<file path="config.mk">
export PLATFORM = sky130hd
export DESIGN_NAME = booth_mult_seq
export DESIGN_NICKNAME = d
export VERILOG_FILES = /design/src/rtl/booth_mult_seq.sv
export SDC_FILE = /design/constraint.sdc
export NUM_CORES = 1
export LEC_CHECK = 0
export BUFFER_PORTS_ARGS = -buffer_cell sky130_fd_sc_hd__buf_4
export CORE_MARGIN = 2
export CORE_UTILIZATION = 50
export CTS_BUF_LIST = sky130_fd_sc_hd__clkbuf_4 sky130_fd_sc_hd__clkbuf_8
export DETAILED_ROUTE_END_ITERATION = 10
export GPL_ROUTABILITY_DRIVEN = 1
export PLACE_DENSITY = 0.73
export REMOVE_ABC_BUFFERS = 1
export SKIP_LAST_GASP = 1
export SYNTH_ARGS = -nofsm -noshare
export SYNTH_HDL_FRONTEND = slang
export SYNTH_SLANG_ARGS = --single-unit
</file>
<file path="constraint.sdc">
create_clock -name clk -period 3.6 [get_ports clk]
set_clock_uncertainty 0.15 [all_clocks]
set_input_delay 1.08 -clock clk [delete_from_list [all_inputs] [get_ports clk]]
set_output_delay 1.08 -clock clk [all_outputs]
set_load 0.05 [all_outputs]
</file>
<file path="src/rtl/booth_mult_seq.sv">
// Sequential radix-2 Booth multiplier: one add/subtract/no-op step plus an
// arithmetic right shift per cycle, with a start/busy/done handshake.
module booth_mult_seq #(
  parameter int WIDTH = 32,
  parameter int CNT_W = 6
) (
  input  logic             clk,
  input  logic             reset,
  input  logic             start,
  input  logic [WIDTH-1:0] multiplicand,
  input  logic [WIDTH-1:0] multiplier,
  output logic             busy,
  output logic             done,
  output logic [WIDTH-1:0] product_hi,
  output logic [WIDTH-1:0] product_lo,
  output logic             sub_en,
  output logic             add_en
);

  typedef enum logic [1:0] {
    S_IDLE,
    S_RUN,
    S_DONE
  } state_e;

  state_e           state_q;
  logic [WIDTH:0]   a_q, m_q;
  logic [WIDTH-1:0] q_q;
  logic             q1_q;
  logic [CNT_W-1:0] cnt_q;
  logic [WIDTH-1:0] hi_q, lo_q;
  logic             done_q;

  logic [WIDTH:0]   addend_d, a_sum_d, a_d;
  logic [WIDTH-1:0] q_d;
  logic             q1_d;

  // Booth decode of {Q[0], q_1}; only meaningful while iterating.
  always_comb begin
    // NOTE: every output gets a default first so no path leaves it unassigned (no latch).
    sub_en = 1'b0;
    add_en = 1'b0;
    if (state_q == S_RUN) begin
      unique case ({q_q[0], q1_q})
        2'b01:   add_en = 1'b1;
        2'b10: begin
          add_en = 1'b1;
          sub_en = 1'b1;
        end
        default: ;
      endcase
    end
  end

  // Conditional-invert-and-add: subtract is A + ~M + 1 via invert and carry-in.
  always_comb begin
    addend_d = m_q ^ {(WIDTH+1){sub_en}};
    a_sum_d  = add_en ? (a_q + addend_d + {{WIDTH{1'b0}}, sub_en}) : a_q;
    a_d      = {a_sum_d[WIDTH], a_sum_d[WIDTH:1]};
    q_d      = {a_sum_d[0], q_q[WIDTH-1:1]};
    q1_d     = q_q[0];
  end

  always_ff @(posedge clk) begin
    // NOTE: reset clears every register here, including the product holding registers.
    if (reset) begin
      state_q <= S_IDLE;
      a_q     <= '0;
      m_q     <= '0;
      q_q     <= '0;
      q1_q    <= 1'b0;
      cnt_q   <= '0;
      hi_q    <= '0;
      lo_q    <= '0;
      done_q  <= 1'b0;
    end else begin
      // NOTE: non-blocking assignments so every register sees pre-edge values.
      unique case (state_q)
        S_IDLE: begin
          done_q <= 1'b0;
          if (start) begin
            a_q     <= '0;
            q_q     <= multiplier;
            q1_q    <= 1'b0;
            m_q     <= {multiplicand[WIDTH-1], multiplicand};
            cnt_q   <= '0;
            state_q <= S_RUN;
          end
        end
        S_RUN: begin
          a_q   <= a_d;
          q_q   <= q_d;
          q1_q  <= q1_d;
          cnt_q <= cnt_q + CNT_W'(1);
          if (cnt_q == CNT_W'(WIDTH - 1)) begin
            hi_q    <= a_d[WIDTH-1:0];
            lo_q    <= q_d;
            done_q  <= 1'b1;
            state_q <= S_DONE;
          end
        end
        S_DONE: begin
          done_q  <= 1'b0;
          state_q <= S_IDLE;
        end
        default: state_q <= S_IDLE;
      endcase
    end
  end

  assign busy       = (state_q == S_RUN);
  assign done       = done_q;
  assign product_hi = hi_q;
  assign product_lo = lo_q;

endmodule

</file>
Word-level counts from Yosys, hierarchy flattened --
Cells that the tools add are included.
Word-level totals: register bits after elaboration 171, input bits 67, output and inout port bits 68, word-level logic and storage cells 48
Operators by class: add/sub/neg operators 3, eq/ne operators 7, mux-type cells 18, bitwise logic cells 1, reductions and logical operators 10
Operators by type and width (number):
- $mux 33 | 2
- $pmux 33 s2 | 1
- $pmux 32 s2 | 1
- $add 33x1->33 | 1
- $add 33x33->33 | 1
- $xor 33x33->33 | 1
- $mux 32 | 1
- $pmux 6 s2 | 1
- $reduce_and 2->1 | 5
- $add 6x1->6 const B | 1
- $eq 6x5->1 const B | 1
- $mux 1 | 6
- $mux 6 | 1
- $eq 2x1->1 const B | 2
- $eq 2x2->1 const B | 2
- $mux 2 | 2
- $pmux 1 s2 | 2
- $pmux 2 s2 | 1
- $reduce_bool 2->1 | 2
- $reduce_or 2->1 | 2
- $logic_not 2->1 | 1
- $ne 2x1->1 const B | 1
- $ne 2x2->1 const B | 1

Longest topological paths before layout --
depth after elaboration 8, depth in mapped cells 16, depth with buffers taken out 12

Worst setup path after synthesis --
Ideal clock, no wire load.
path type flip-flop to flip-flop, from reg state_q[1], to reg a_q[20], setup time 132 ps, data arrival time 3470 ps, required time 3318 ps, setup slack -152 ps, cell stages (with the launch flop) 17, path buffers 4, period minus slack after synthesis 3752 ps, path through dfxtp_1 -> nand2b_1 -> clkbuf_1 -> inv_2 -> clkbuf_1 -> nand2_1 -> buf_1 -> xnor2_1 -> ha_1 -> clkbuf_1 -> and4_1 -> and2_1 -> a311oi_4 -> nand2_2 -> a21oi_4 -> mux2i_1 -> a31oi_1
Between the ends: cells in the longest elaborated chain, start to end 7, elaborated cells on any way between the ends 12, those cells by class 2 x add/sub; 2 x eq/ne; 4 x mux; 1 x bitwise; 3 x reduce/logical
Ends and longest elaborated chain:
- start: declaration | line 26 | state_e state_q;
- start signal: assignment | line 67 | state_q <= S_IDLE;
- start signal: assignment | line 87 | state_q <= S_RUN;
- start signal: assignment | line 99 | state_q <= S_DONE;
- $eq 2x1->1 | line 43, 78
- $mux 1 | line 43 | if (state_q == S_RUN) begin
- $xor 33x33->33 | line 57 | addend_d = m_q ^ {(WIDTH+1){sub_en}};
- $add 33x33->33 | line 58 | a_sum_d = add_en ? (a_q + addend_d + {{WIDTH{1'b0}}, sub_en}) : a_q;
- $add 33x1->33 | line 58
- $mux 33 | line 58
- $pmux 33 s2 | line 78 | unique case (state_q)
- end signal: assignment | line 68 | a_q <= '0;
- end signal: assignment | line 82 | a_q <= '0;
- end signal: assignment | line 91 | a_q <= a_d;
- end: declaration | line 27 | logic [WIDTH:0] a_q, m_q;
Parallel ways exist; a longest one is shown, timed or not. A chain may end at the register's enable or synchronous reset.

Worst setup path in the final report --
from reg q1_q, to reg hi_q[31] (netlist: product_hi[31])
Between the ends: cells in the longest elaborated chain, start to end 7, elaborated cells on any way between the ends 11, those cells by class 2 x add/sub; 2 x eq/ne; 5 x mux; 1 x bitwise; 1 x reduce/logical
Ends and longest elaborated chain:
- start: declaration | line 29 | logic q1_q;
- start signal: assignment | line 93 | q1_q <= q1_d;
- $eq 2x2->1 | line 44 | unique case ({q_q[0], q1_q})
- $mux 1 | line 44
- $mux 1 | line 43
- $xor 33x33->33 | line 57
- $add 33x33->33 | line 58
- $add 33x1->33 | line 58
- $mux 33 (*) | line 58
- end signal: assignment | line 96 | hi_q <= a_d[WIDTH-1:0];
- end: declaration | line 31 | logic [WIDTH-1:0] hi_q, lo_q;
Mark *: on every way between the ends. The rest lies on a longest branch, timed or not.

==> reports/qor.txt <==
Clk Latency, worst-skew pair: 470 ps
slew of the pin with the lowest slew margin: 925 ps
Placed Instances: 1461
I/O Buffers: 134
synthesis-to-finish area growth: 17.9%
largest net degree at the start of global routing: 70
VDD IR max: 0.000338 V
CP max FO: 12
# rows: 48
r2r endpoint: product_hi[31]
Mapped Area: 0.00886 mm²
CP required: 3840 ps
Final Hold Viols: 0
max-slew violation count: 0
CTS root buf: clkbuf_8
grt ovf: 0
Max-Cap Viols: 0
total CTS buffers: 17
Startpoint Class: flip-flop
r2r startpoint: q1_q
Die Y-Extent: 137 µm
Initial Utilization: 0.513
period utilization: 0.939
full die area: 0.0188 mm²
Core Footprint: 0.0173 mm²
GR Util All Layers: 0.259
global-route wire length before repair: 39100 µm
part of the Yosys area used for sequential elements: 0.384
post-DR wirelength/cell: 16.3 µm
initial detailed-routing violation count: 633
post-route ant nets: 0
initial antenna violation count: 0
vias in the first global route: 7840
Die W: 137 µm
Finished Layout Cells: 1492
GPL Wtd Cong: 0.916
final setup violating endpoints: 0
# diodes: 0
max frequency: 0.296 GHz
clk slew on worst S/H paths: 100 ps
# hold bufs at CTS: 0
clk sinks: 170
R2R Setup Slk: 220 ps
Vias/cell: 5.69
Mean Syn Cell Area: 7.62 µm²
R2R cell count: 13
Final Power: 3.94 mW
buffer depth of the longest clock path: 2
Synth cell types: 58
hold path depth: 2
max_slew headroom: 0.383
critical path type: flip-flop to flip-flop
# H-tree levels: 4
CTS tree: done
post-synthesis cell count: 1164
Data arrival, critical path: 3620 ps
detailed-route DRC error count: 0
ys async rst share: 0
outcome: finished clean
hold_sp: product_lo[23]
CP Capture Type: flip-flop
DP HPWL: 16600 µm
Pleak: 4.23 nW
drt total wl: 24200 µm
post-route minimum period: 3380 ps
Layout Nets: 1356
Hold WC Path Type: flip-flop to flip-flop
DR pass1 iterations: 5
synth warn: 0
share of cells above drive strength 1: 0.166
Hold Path End: product_lo[23]
routed via count: 8496
IO Pins: 135
Synth Register Bits: 170
power density cells: 377 mW/mm²
Primary FF master, synth: dfxtp_1
Post-CTS Resized: 0
# Post-CTS Setup Buffers: 0
EDFF count, synth: 0
power by group:
group,internal [mW],total (mW),leakage [nW],switching (mW)
registers,1.95,2.00,1.38,0.0545
clock network,0.560,1.33,0.185,0.767
logic,0.233,0.607,2.67,0.374
per-layer routing:
metal / vias up / part of all wire / global-route usage
li1: 4275 / - / -
met1: 4002 / 0.48 / 0.362
met2: 200 / 0.46 / 0.414
met3: 19 / 0.046 / 0.0496
met4: 0 / 0.011 / 0.0573
met5: - / 0 / 0
state kept, by name, summed over array words and instances (netlist names):
signal and count:
state_q 2, q_q 32, product_hi 32, a_q 32, m_q 32, q1_q 1
cnt_q 6, done 1, product_lo 32
worst max path at each step:
stage | start | endpoint | slack, ps | cells past startpoint
5_1_grt | state_q[1] | product_hi[23] | -5 | 13
3_3_place_gp | q1_q | product_hi[31] | 300 | 13
4_1_cts | state_q[1] | product_hi[23] | 230 | 13
6_report | q1_q | product_hi[31] | 220 | 13
2_1_floorplan | state_q[1] | product_hi[25] | -1600 | 12
3_5_place_dp | q_q[0] | product_hi[23] | 280 | 12
cells in the mapped netlist, types with 3 or more instances:
cell type | count | area [µm²]
a211o_1 | 3 | 26.3
nor3_1 | 10 | 50.1
clkbuf_1 | 68 | 255
and2_1 | 8 | 50.1
o22ai_1 | 7 | 43.8
o31ai_1 | 5 | 37.5
xnor2_1 | 42 | 368
inv_1 | 11 | 41.3
a21oi_1 | 155 | 776
o221ai_1 | 3 | 26.3
nor2_1 | 147 | 552
nand2b_1 | 3 | 18.8
nand3b_1 | 6 | 45.0
nor4_1 | 25 | 156
a221oi_1 | 3 | 26.3
o21bai_1 | 5 | 37.5
o21ai_0 | 18 | 90.1
buf_2 | 10 | 50.1
mux2i_1 | 9 | 90.1
nand2_1 | 203 | 762
a21o_1 | 15 | 113
o21a_1 | 5 | 37.5
a41oi_1 | 3 | 26.3
a211oi_1 | 25 | 188
and3_1 | 4 | 25.0
xor2_1 | 9 | 78.8
ha_1 | 33 | 413
a31oi_1 | 14 | 87.6
buf_1 | 13 | 48.8
nand3_1 | 22 | 110
o21ai_1 | 21 | 105
a311oi_1 | 9 | 78.8
or3_1 | 7 | 43.8
nand4_1 | 11 | 68.8
and4_1 | 4 | 35.0
a22oi_1 | 28 | 210
dfxtp_1 | 170 | 3400
through the flow:
stage               instance area (µm²)  hold slack, ps  setup slack [ps]  setup TNS (ps)   util
finish                            10400             311               219               0  0.604
global route                      10400             327             -5.07           -5.07  0.604
CTS                               10400             313               234               0  0.604
detailed placement                10100             299               278               0  0.582
global placement                  10100             294               297               0  0.582
floorplan                          8510             289             -1600          -93840      -
worst max-delay path, stage by stage (launching register included):
cell	delay, ps
dfxtp_1	340
inv_1	40
ha_1	190
nand2_1	130
buf_4	270
xnor2_1	150
ha_1	260
a211oi_1	290
o221ai_1	200
a221oi_1	440
a21oi_1	190
a21oi_1	280
nand2_1	90
a311oi_1	260
area by class of cell:
| type | instances | area (µm²) |
|---|---|---|
| Multi-Input combinational cell | 890 | 5080 |
| Fill cell | 1645 | 6850 |
| Sequential cell | 170 | 3400 |
| Tap cell | 225 | 282 |
| Inverter | 13 | 48.8 |
| Clock buffer | 17 | 234 |
| Clock inverter | 14 | 136 |
| Timing Repair Buffer | 163 | 1260 |
placed cells by master (no fill, tap or decap), drive strengths merged, types with 3 or more instances in the layout:
cell / instances
o21bai: 5
nand2: 204
inv: 20
xnor2: 42
and4: 4
o21a: 5
a221oi: 3
clkinvlp: 3
nand4: 11
and2: 8
a211o: 3
o221ai: 3
clkinv: 3
dfxtp: 170
o21ai: 39
a311oi: 10
o22ai: 7
or2: 4
buf: 163
a22oi: 28
and3: 4
ha: 33
nor3: 10
nor2: 147
xor2: 9
a21o: 15
a21oi: 156
or3: 7
nor4: 25
a41oi: 3
mux2i: 9
a211oi: 25
a31oi: 14
nand3: 22
clkbuf: 17
nand3b: 6
nand2b: 3
o31ai: 5
cells by family (layout without fill, tap and decap cells):
kind of cell	after synthesis	in the layout	synth area share
flops	170	170	0.384
mux	9	9	0.0102
buf+inv	104	207	0.0454
compound gates	337	337	0.238
xor+xnor	51	51	0.0504
fa+ha+maj	34	34	0.0488
simple gates	459	459	0.224
(Power assumes the default switching activity.)
